===== config.mk =====
export PLATFORM = sky130hd
export DESIGN_NAME = lcv_mul_acc_pipe_flat
export DESIGN_NICKNAME = d
export VERILOG_FILES = /design/src/rtl/lcv_mul_acc_pkg.sv /design/src/rtl/lcv_mul_acc_pipe_if.sv /design/src/rtl/lcv_sat_add.sv /design/src/rtl/lcv_mul_acc_pipe.sv /design/src/flat_wrapper.sv
export SDC_FILE = /design/constraint.sdc
export NUM_CORES = 1
export LEC_CHECK = 0
export ABC_AREA = 0
export BUFFER_PORTS_ARGS = -buffer_cell sky130_fd_sc_hd__buf_2
export CAP_MARGIN = 20
export CORE_MARGIN = 1
export CORE_UTILIZATION = 46
export DETAILED_ROUTE_END_ITERATION = 10
export GPL_ROUTABILITY_DRIVEN = 0
export GPL_TIMING_DRIVEN = 0
export HOLD_SLACK_MARGIN = 0.06
export SLEW_MARGIN = 30
export SYNTH_ARGS = -nofsm -noshare
export SYNTH_HDL_FRONTEND = slang
export SYNTH_SLANG_ARGS = --single-unit

===== constraint.sdc =====
create_clock -name clk -period 14.2 [get_ports clk]
set_input_delay 0 -clock clk [delete_from_list [all_inputs] [get_ports clk]]
set_output_delay 0 -clock clk [all_outputs]
set_load 0.1 [all_outputs]

===== src/rtl/lcv_mul_acc_pkg.sv =====
// Shared types and width helpers for the pipelined multiply-accumulate engine.
// Widths are per-instance parameters, so the helpers are functions rather than fixed constants.
package lcv_mul_acc_pkg;

    localparam int MAX_WIDTH = 128;

    // Control that travels with each beat; the data word rides alongside at its instance width.
    typedef struct packed {
        logic first;
        logic last;
        logic ovf;
    } stage_ctrl_t;

    function automatic int prod_width(input int a_width, input int b_width);
        return a_width + b_width;
    endfunction

    function automatic int latency(input int mul_regs);
        return 3 + mul_regs;
    endfunction

    function automatic logic [MAX_WIDTH-1:0] sat_max(input int width);
        return (MAX_WIDTH'(1) << (width - 1)) - MAX_WIDTH'(1);
    endfunction

    // Low 'width' bits hold -2^(width-1); the upper bits are its sign extension.
    function automatic logic [MAX_WIDTH-1:0] sat_min(input int width);
        return ~sat_max(width);
    endfunction

endpackage


===== src/rtl/lcv_mul_acc_pipe_if.sv =====
// Beat input and result output bundle for lcv_mul_acc_pipe.
// The slave modport is the engine's view; master is the producer/consumer view.
interface lcv_mul_acc_pipe_if #(
    parameter int A_WIDTH   = 16,
    parameter int B_WIDTH   = 16,
    parameter int ACC_WIDTH = 40
);
    logic                        in_valid;
    logic                        in_ready;
    logic signed [A_WIDTH-1:0]   in_a;
    logic signed [B_WIDTH-1:0]   in_b;
    logic signed [ACC_WIDTH-1:0] in_c;
    logic                        in_first;
    logic                        in_last;
    logic                        out_valid;
    logic                        out_ready;
    logic signed [ACC_WIDTH-1:0] out_data;
    logic                        out_ovf;

    modport master (
        output in_valid, in_a, in_b, in_c, in_first, in_last, out_ready,
        input  in_ready, out_valid, out_data, out_ovf
    );

    modport slave (
        input  in_valid, in_a, in_b, in_c, in_first, in_last, out_ready,
        output in_ready, out_valid, out_data, out_ovf
    );
endinterface


===== src/rtl/lcv_sat_add.sv =====
// Combinational signed adder with overflow detect and optional clamping.
module lcv_sat_add
    import lcv_mul_acc_pkg::*;
#(
    parameter int WIDTH    = 40,
    parameter bit SATURATE = 1'b1
) (
    input  logic signed [WIDTH-1:0] a_i,
    input  logic signed [WIDTH-1:0] b_i,
    output logic signed [WIDTH-1:0] sum_o,
    output logic                    ovf_o
);
    localparam logic signed [WIDTH-1:0] MAX_V = WIDTH'(sat_max(WIDTH));
    localparam logic signed [WIDTH-1:0] MIN_V = WIDTH'(sat_min(WIDTH));

    logic signed [WIDTH-1:0] raw;
    logic                    ovf;

    // Overflow only when both operands share a sign and the wrapped result does not.
    always_comb begin
        raw   = a_i + b_i;
        ovf   = (a_i[WIDTH-1] == b_i[WIDTH-1]) && (raw[WIDTH-1] != a_i[WIDTH-1]);
        sum_o = raw;
        if (SATURATE && ovf) begin
            sum_o = a_i[WIDTH-1] ? MIN_V : MAX_V;
        end
        ovf_o = ovf;
    end
endmodule


===== src/rtl/lcv_mul_acc_pipe.sv =====
// Pipelined signed multiply-accumulate: S1 -> M1..Mn (product) -> T (p+c) -> ACC (running sum).
// A sum is framed by first/last; only the value closed by a last beat is presented on the output.
module lcv_mul_acc_pipe
    import lcv_mul_acc_pkg::*;
#(
    parameter int A_WIDTH   = 16,
    parameter int B_WIDTH   = 16,
    parameter int ACC_WIDTH = 40,
    parameter int MUL_REGS  = 1,
    parameter bit SATURATE  = 1'b1
) (
    input logic                clk,
    input logic                rst,
    lcv_mul_acc_pipe_if.slave  bus
);
    localparam int PROD_WIDTH = prod_width(A_WIDTH, B_WIDTH);

    logic stall;

    // ---------------- S1: operand capture ----------------
    logic                         s1_valid_q;
    stage_ctrl_t                  s1_ctrl_q;
    logic signed [A_WIDTH-1:0]    s1_a_q;
    logic signed [B_WIDTH-1:0]    s1_b_q;
    logic signed [ACC_WIDTH-1:0]  s1_c_q;

    // ---------------- product stage outputs feeding T ----------------
    logic signed [PROD_WIDTH-1:0] prod_w;
    logic                         mt_valid;
    stage_ctrl_t                  mt_ctrl;
    logic signed [PROD_WIDTH-1:0] mt_prod;
    logic signed [ACC_WIDTH-1:0]  mt_c;

    // ---------------- T stage ----------------
    logic signed [ACC_WIDTH-1:0]  prod_ext;
    logic signed [ACC_WIDTH-1:0]  t_sum;
    logic                         t_ovf;
    logic                         t_valid_q;
    stage_ctrl_t                  t_ctrl_q;
    logic signed [ACC_WIDTH-1:0]  t_data_q;

    // ---------------- ACC stage ----------------
    logic signed [ACC_WIDTH-1:0]  acc_base;
    logic signed [ACC_WIDTH-1:0]  acc_sum;
    logic                         acc_ovf;
    logic                         ovf_run;
    logic signed [ACC_WIDTH-1:0]  acc_q,       acc_d;
    logic                         ovf_run_q,   ovf_run_d;
    logic                         out_valid_q, out_valid_d;
    logic signed [ACC_WIDTH-1:0]  out_data_q,  out_data_d;
    logic                         out_ovf_q,   out_ovf_d;

    // A held result freezes every stage so nothing behind it is lost.
    assign stall        = out_valid_q && !bus.out_ready;
    assign bus.in_ready = rst && !stall;

    always_ff @(posedge clk) begin
        if (!rst) begin
            s1_valid_q <= 1'b0;
        end else if (!stall) begin
            s1_valid_q <= bus.in_valid;
            s1_a_q     <= bus.in_a;
            s1_b_q     <= bus.in_b;
            s1_c_q     <= bus.in_c;
            s1_ctrl_q  <= '{first: bus.in_first, last: bus.in_last, ovf: 1'b0};
        end
    end

    // Full-width operands make the product exact; A_WIDTH+B_WIDTH bits cannot overflow.
    assign prod_w = PROD_WIDTH'(s1_a_q) * PROD_WIDTH'(s1_b_q);

    generate
        if (MUL_REGS == 0) begin : g_no_mreg
            assign mt_valid = s1_valid_q;
            assign mt_ctrl  = s1_ctrl_q;
            assign mt_prod  = prod_w;
            assign mt_c     = s1_c_q;
        end else begin : g_mreg
            logic                         m_valid_q [MUL_REGS];
            stage_ctrl_t                  m_ctrl_q  [MUL_REGS];
            logic signed [PROD_WIDTH-1:0] m_prod_q  [MUL_REGS];
            logic signed [ACC_WIDTH-1:0]  m_c_q     [MUL_REGS];

            (* use_dsp48 = "yes" *)
            always_ff @(posedge clk) begin
                if (!rst) begin
                    for (int i = 0; i < MUL_REGS; i++) begin
                        m_valid_q[i] <= 1'b0;
                    end
                end else if (!stall) begin
                    m_valid_q[0] <= s1_valid_q;
                    m_ctrl_q[0]  <= s1_ctrl_q;
                    m_prod_q[0]  <= prod_w;
                    m_c_q[0]     <= s1_c_q;
                    for (int i = 1; i < MUL_REGS; i++) begin
                        m_valid_q[i] <= m_valid_q[i-1];
                        m_ctrl_q[i]  <= m_ctrl_q[i-1];
                        m_prod_q[i]  <= m_prod_q[i-1];
                        m_c_q[i]     <= m_c_q[i-1];
                    end
                end
            end

            assign mt_valid = m_valid_q[MUL_REGS-1];
            assign mt_ctrl  = m_ctrl_q[MUL_REGS-1];
            assign mt_prod  = m_prod_q[MUL_REGS-1];
            assign mt_c     = m_c_q[MUL_REGS-1];
        end
    endgenerate

    assign prod_ext = ACC_WIDTH'(mt_prod);

    lcv_sat_add #(
        .WIDTH    (ACC_WIDTH),
        .SATURATE (SATURATE)
    ) u_add_t (
        .a_i   (prod_ext),
        .b_i   (mt_c),
        .sum_o (t_sum),
        .ovf_o (t_ovf)
    );

    always_ff @(posedge clk) begin
        if (!rst) begin
            t_valid_q <= 1'b0;
        end else if (!stall) begin
            t_valid_q <= mt_valid;
            t_data_q  <= t_sum;
            t_ctrl_q  <= '{first: mt_ctrl.first, last: mt_ctrl.last, ovf: mt_ctrl.ovf | t_ovf};
        end
    end

    // A first beat ignores whatever running sum and overflow history precede it.
    assign acc_base = t_ctrl_q.first ? '0 : acc_q;
    assign ovf_run  = (t_ctrl_q.first ? 1'b0 : ovf_run_q) | t_ctrl_q.ovf | acc_ovf;

    lcv_sat_add #(
        .WIDTH    (ACC_WIDTH),
        .SATURATE (SATURATE)
    ) u_add_acc (
        .a_i   (acc_base),
        .b_i   (t_data_q),
        .sum_o (acc_sum),
        .ovf_o (acc_ovf)
    );

    always_comb begin
        acc_d       = acc_q;
        ovf_run_d   = ovf_run_q;
        out_valid_d = out_valid_q;
        out_data_d  = out_data_q;
        out_ovf_d   = out_ovf_q;
        if (!stall) begin
            // Unstalled means the current result (if any) is consumed this cycle.
            out_valid_d = 1'b0;
            if (t_valid_q) begin
                if (t_ctrl_q.last) begin
                    out_valid_d = 1'b1;
                    out_data_d  = acc_sum;
                    out_ovf_d   = ovf_run;
                    acc_d       = '0;
                    ovf_run_d   = 1'b0;
                end else begin
                    acc_d       = acc_sum;
                    ovf_run_d   = ovf_run;
                end
            end
        end
    end

    always_ff @(posedge clk) begin
        if (!rst) begin
            acc_q       <= '0;
            ovf_run_q   <= 1'b0;
            out_valid_q <= 1'b0;
            out_data_q  <= '0;
            out_ovf_q   <= 1'b0;
        end else begin
            acc_q       <= acc_d;
            ovf_run_q   <= ovf_run_d;
            out_valid_q <= out_valid_d;
            out_data_q  <= out_data_d;
            out_ovf_q   <= out_ovf_d;
        end
    end

    assign bus.out_valid = out_valid_q;
    assign bus.out_data  = out_data_q;
    assign bus.out_ovf   = out_ovf_q;

endmodule


===== src/flat_wrapper.sv =====
// flat-port wrapper written by rule: the top's interface ports become plain ports
module lcv_mul_acc_pipe_flat import lcv_mul_acc_pkg::*;
#(
    parameter int A_WIDTH   = 16,
    parameter int B_WIDTH   = 16,
    parameter int ACC_WIDTH = 40,
    parameter int MUL_REGS  = 1,
    parameter bit SATURATE  = 1'b1
)
  (clk, rst, bus_in_valid, bus_in_a, bus_in_b, bus_in_c, bus_in_first, bus_in_last, bus_out_ready, bus_in_ready, bus_out_valid, bus_out_data, bus_out_ovf);
  lcv_mul_acc_pipe_if #(.A_WIDTH(A_WIDTH), .B_WIDTH(B_WIDTH), .ACC_WIDTH(ACC_WIDTH)) bus_i ();
  input logic clk;
  input logic rst;
  input wire logic [$bits(bus_i.in_valid)-1:0] bus_in_valid;
  input wire logic [$bits(bus_i.in_a)-1:0] bus_in_a;
  input wire logic [$bits(bus_i.in_b)-1:0] bus_in_b;
  input wire logic [$bits(bus_i.in_c)-1:0] bus_in_c;
  input wire logic [$bits(bus_i.in_first)-1:0] bus_in_first;
  input wire logic [$bits(bus_i.in_last)-1:0] bus_in_last;
  input wire logic [$bits(bus_i.out_ready)-1:0] bus_out_ready;
  output wire logic [$bits(bus_i.in_ready)-1:0] bus_in_ready;
  output wire logic [$bits(bus_i.out_valid)-1:0] bus_out_valid;
  output wire logic [$bits(bus_i.out_data)-1:0] bus_out_data;
  output wire logic [$bits(bus_i.out_ovf)-1:0] bus_out_ovf;
  assign bus_i.in_valid = bus_in_valid;
  assign bus_i.in_a = bus_in_a;
  assign bus_i.in_b = bus_in_b;
  assign bus_i.in_c = bus_in_c;
  assign bus_i.in_first = bus_in_first;
  assign bus_i.in_last = bus_in_last;
  assign bus_i.out_ready = bus_out_ready;
  assign bus_in_ready = bus_i.in_ready;
  assign bus_out_valid = bus_i.out_valid;
  assign bus_out_data = bus_i.out_data;
  assign bus_out_ovf = bus_i.out_ovf;
  lcv_mul_acc_pipe #(.A_WIDTH(A_WIDTH), .B_WIDTH(B_WIDTH), .ACC_WIDTH(ACC_WIDTH), .MUL_REGS(MUL_REGS), .SATURATE(SATURATE)) u_core (.clk(clk), .rst(rst), .bus(bus_i));
endmodule

==> summary.md <==
The standard cell with the maximum stage delay on the critical path is sky130_fd_sc_hd__edfxtp_1. The pin slew with the least headroom to its limit works out to 0.784 ns. Gates resized during post-CTS repair numbered 0. The wire length per cell after detailed routing is 17.0 µm.

In this run, post-CTS hold repair placed 79 buffers. The Yosys warning count is 0. The logs give 7.33 ns for the worst path arrival time and 48 for the largest net degree at the start of global routing. Leaving out fill and tap cells, the most frequent cells in the layout are sky130_fd_sc_hd__inv_1, sky130_fd_sc_hd__fa_1, sky130_fd_sc_hd__nand2_1. In this run the core area contains 81 standard-cell rows.

The first detailed-routing pass took 7 iterations. The most used cell along the critical path is sky130_fd_sc_hd__fa_1. The initial antenna violation count is 0. The tightest slew margin relative to the limit is 47.1%, and the final count of pins violating max slew is 0. The cell count after synthesis came out at 2301. The root buffer cell chosen for the clock tree is sky130_fd_sc_hd__clkbuf_16.

The run finished with clean final reports. The largest stage delay on the critical path works out to 0.59 ns. The share of total power dissipated in the clock network is 12.8%.

The tools report the via count of the first global-routing pass as 17.4k. The number of nets produced by synthesis is 2803. The number of setup buffers added after CTS is 0. The logs give 47.1% for the starting density of the core and 14200 µm² for the area of the multi-input gates.

Tracing the worst setup path back leads to its startpoint at u_core.s1_a_q[7]. First-pass GRT wire length: 88.5 mm. The overall power of the completed layout was 7.14 mW; the share of total power in combinational logic was 68.4%.

The startpoint of the worst-slack reg-to-reg timing path was u_core.s1_a_q[7]. Final period utilization: 49.5%. The start-to-end type of the worst setup path is reg2reg. For this design the static power due to leakage is 11.9 nW. In this run the count of I/O pins placed on the die edge is 121. The fraction of final layout cells sized beyond drive strength 1 was 8.44%; the die height was 227 µm.

Traced cell by cell, the critical path runs through clkbuf_1, nand2_1, fa_1, inv_1, fa_1, inv_1, fa_1, inv_1, fa_1, fa_1, inv_1, fa_1, inv_1, ha_1, nand3_1, nor2_1, nand4_1, a31oi_1, a221oi_1, o21a_1, o31ai_1, a21oi_1, xnor2_1. Of all nets on the critical path, the largest fanout is 10. Power spread over the standard cell area amounts to 267 nW/µm².

The switching part of the total power came out at 44.8%. The antenna diode count was 0. The worst hold path belongs to the class in2reg. The post-synthesis register bit count was 277; the max-capacitance violation count was 0.

Cell internal power was estimated by the tool at 3.95 mW. The worst setup path is launched from a flop. The wire-length estimate of the detail-placed layout is 43.9 mm. Buffers placed on the I/O ports in this run total 120. Netlist area before placement: 23200 µm².

Clock-pin slew was measured on the worst setup and hold paths at 0.06 ns. The analysis attributes to net switching a power of 3.20 mW. For the final database, setup skew stands at 0.0293 ns. The upper clock frequency limit was 142 MHz; the total clock buffers created by CTS was 36.

In the final design database the tool counted 3044 nets. The clock tree synthesis step divided the H-tree into 2 levels. At the later pin of the worst-skew pair, clock insertion delay measures 0.56 ns. The top flip-flop cell by instance count after synthesis was sky130_fd_sc_hd__edfxtp_1. The region available for standard cell placement spans 49400 µm². Per report_power, the sequential group accounts for 18.8% of the total.

The number of library cell types mapped by synthesis came out at 67. The width of the die works out to 227 µm. The tools report the total setup violations reported at the end of the flow as 0.

Data on the critical path is required at its endpoint by 14.49 ns. The average size of a mapped cell is 10.1 µm², and the fill cell instance count of the final layout is 4431. The DRC violation count after routing is 0, and the peak supply drop is 0.000220 V. TritonCTS built the clock tree.

The most frequent standard cell in the layout excluding fill and tap cells was sky130_fd_sc_hd__inv_1. Summed over all layers, the routed wires come to 54.9 mm. After layout, the minimum clock period comes to 7.03 ns. The worst hold path begins at bus_in_c[0]. Setup repair after global routing left no endpoint under its margin.

The die covers 51400 µm². The run gives 32.1% as the share of synthesized area occupied by flip-flops and latches. STA classifies the critical path endpoint as a flop.

After global routing the overflow that remains totals 0. After detailed routing, the number of vias per cell comes to 5.19. The count of flip-flops with a built-in enable after synthesis was 192; the total via count in the routed design was 16.8k. For the sum of negative setup slack, the log shows 0 ns.

Summing all flip-flop and latch instances after layout gives 7470 µm². Once detail routing completed, the nets flagged for antenna violations numbered 0. The clock passes through at most 3 buffers. The number of sinks on the clock net was 277. In this run, the number of DRC markers left after iteration 0 of detailed routing was 1065.

The count of final hold-check violations was 0; the layout-stage area growth over the synthesis result was 15.2%. The tools report the global routing usage summed across all routing layers as 22.0%. Counting flops with an async set or reset pin after synthesis yields a share of 0%.
==> worst paths after layout <==
check | endpoint | slack [ns] | cells past startpoint
max | u_core.g_mreg.m_prod_q[0][30] | 7.17 | 23
min | u_core.s1_c_q[0] | 0.14 | 2
max reg2reg | u_core.g_mreg.m_prod_q[0][30] | 7.17 | 23
min reg2reg | u_core.g_mreg.m_c_q[0][10] | 0.41 | 0
==> registers in the layout (all words and copies together), names as in the netlist, 2 cells and up <==
name / flops
u_core.s1_c_q: 40
u_core.g_mreg.m_prod_q: 32
u_core.s1_a_q: 16
u_core.t_ctrl_q: 3
u_core.s1_ctrl_q: 2
u_core.acc_q: 40
u_core.t_data_q: 40
u_core.s1_b_q: 16
u_core.g_mreg.m_ctrl_q: 2
u_core.bus.out_data: 40
u_core.g_mreg.m_c_q: 40
==> power groups by stage <==
stage,logic (mW),registers (mW),clock network [mW]
floorplan,3.89,1.34,0
global placement,4.75,1.36,0
detailed placement,4.87,1.36,0
CTS,4.91,1.34,0.942
global route,5.59,1.35,0.972
finish,4.89,1.34,0.916
==> per-layer routing <==
metal / track usage, % / vias up / share of wire (%)
li1: - / 8183 / -
met4: 7.80 / 0 / 3.6
met5: 0 / - / 0
met3: 3.15 / 125 / 4.4
met1: 27.1 / 8066 / 43
met2: 39.0 / 406 / 49
==> area by class of cell <==
cell class | instances | area share (%)
plain buffers | 86 | 1.41
clock buffers | 44 | 3.68
clock inverters | 22 | 0.842
inverters | 312 | 4.38
multi-input cells | 1626 | 53.2
flip-flops and latches | 277 | 27.9
well taps | 664 | 3.10
repair buffers | 203 | 5.53
==> synthesized netlist by cell type (all sizes together) (22+ instances only) <==
cell | count | area (µm²)
a21o | 50 | 375
a21oi | 128 | 652
and2 | 136 | 851
clkbuf | 74 | 279
dfxtp | 85 | 1700
edfxtp | 192 | 5770
fa | 264 | 5290
ha | 160 | 2000
inv | 312 | 1170
nand2 | 237 | 890
nand3 | 28 | 140
nor2 | 71 | 267
nor2b | 50 | 313
nor3 | 25 | 125
o21ai | 167 | 840
o21bai | 22 | 165
xnor2 | 71 | 622
xor2 | 27 | 236
==> critical path: cells and delay by family (launching register included) <==
kind / cells / cell delay (ns)
compound gates: 5 / 1.33
xor+xnor: 1 / 0.13
fa+ha+maj: 7 / 3.38
buf+inv: 6 / 0.77
flops: 1 / 0.59
simple gates: 4 / 0.59
==> kinds of logic after synthesis <==
| kind of cell | synth area share (%) |
|---|---|
| AOI/OAI and AO/OA | 13.3 |
| xor gates and xnor gates | 3.69 |
| adders and majority gates | 31.4 |
| buffers and inverters | 6.67 |
| DFF | 32.1 |
| muxes | 0.0862 |
| and+or+nand+nor | 12.8 |
==> through the flow <==
stage	hold WS (ns)	std cells	setup WS, ns	utilization (%)	instance area, µm²
final	0.143	3234	7.17	54.2	26800
after global routing	0.122	3234	6.77	54.2	26800
after CTS	0.111	3234	7.16	54.2	26800
after detailed placement	0.178	3089	7.18	50.2	24800
after global placement	0.176	3085	5.61	50.0	24700
after floorplan	0.0989	2301	6.77	-	23200
Note: power is estimated with default switching activity, not from simulation.
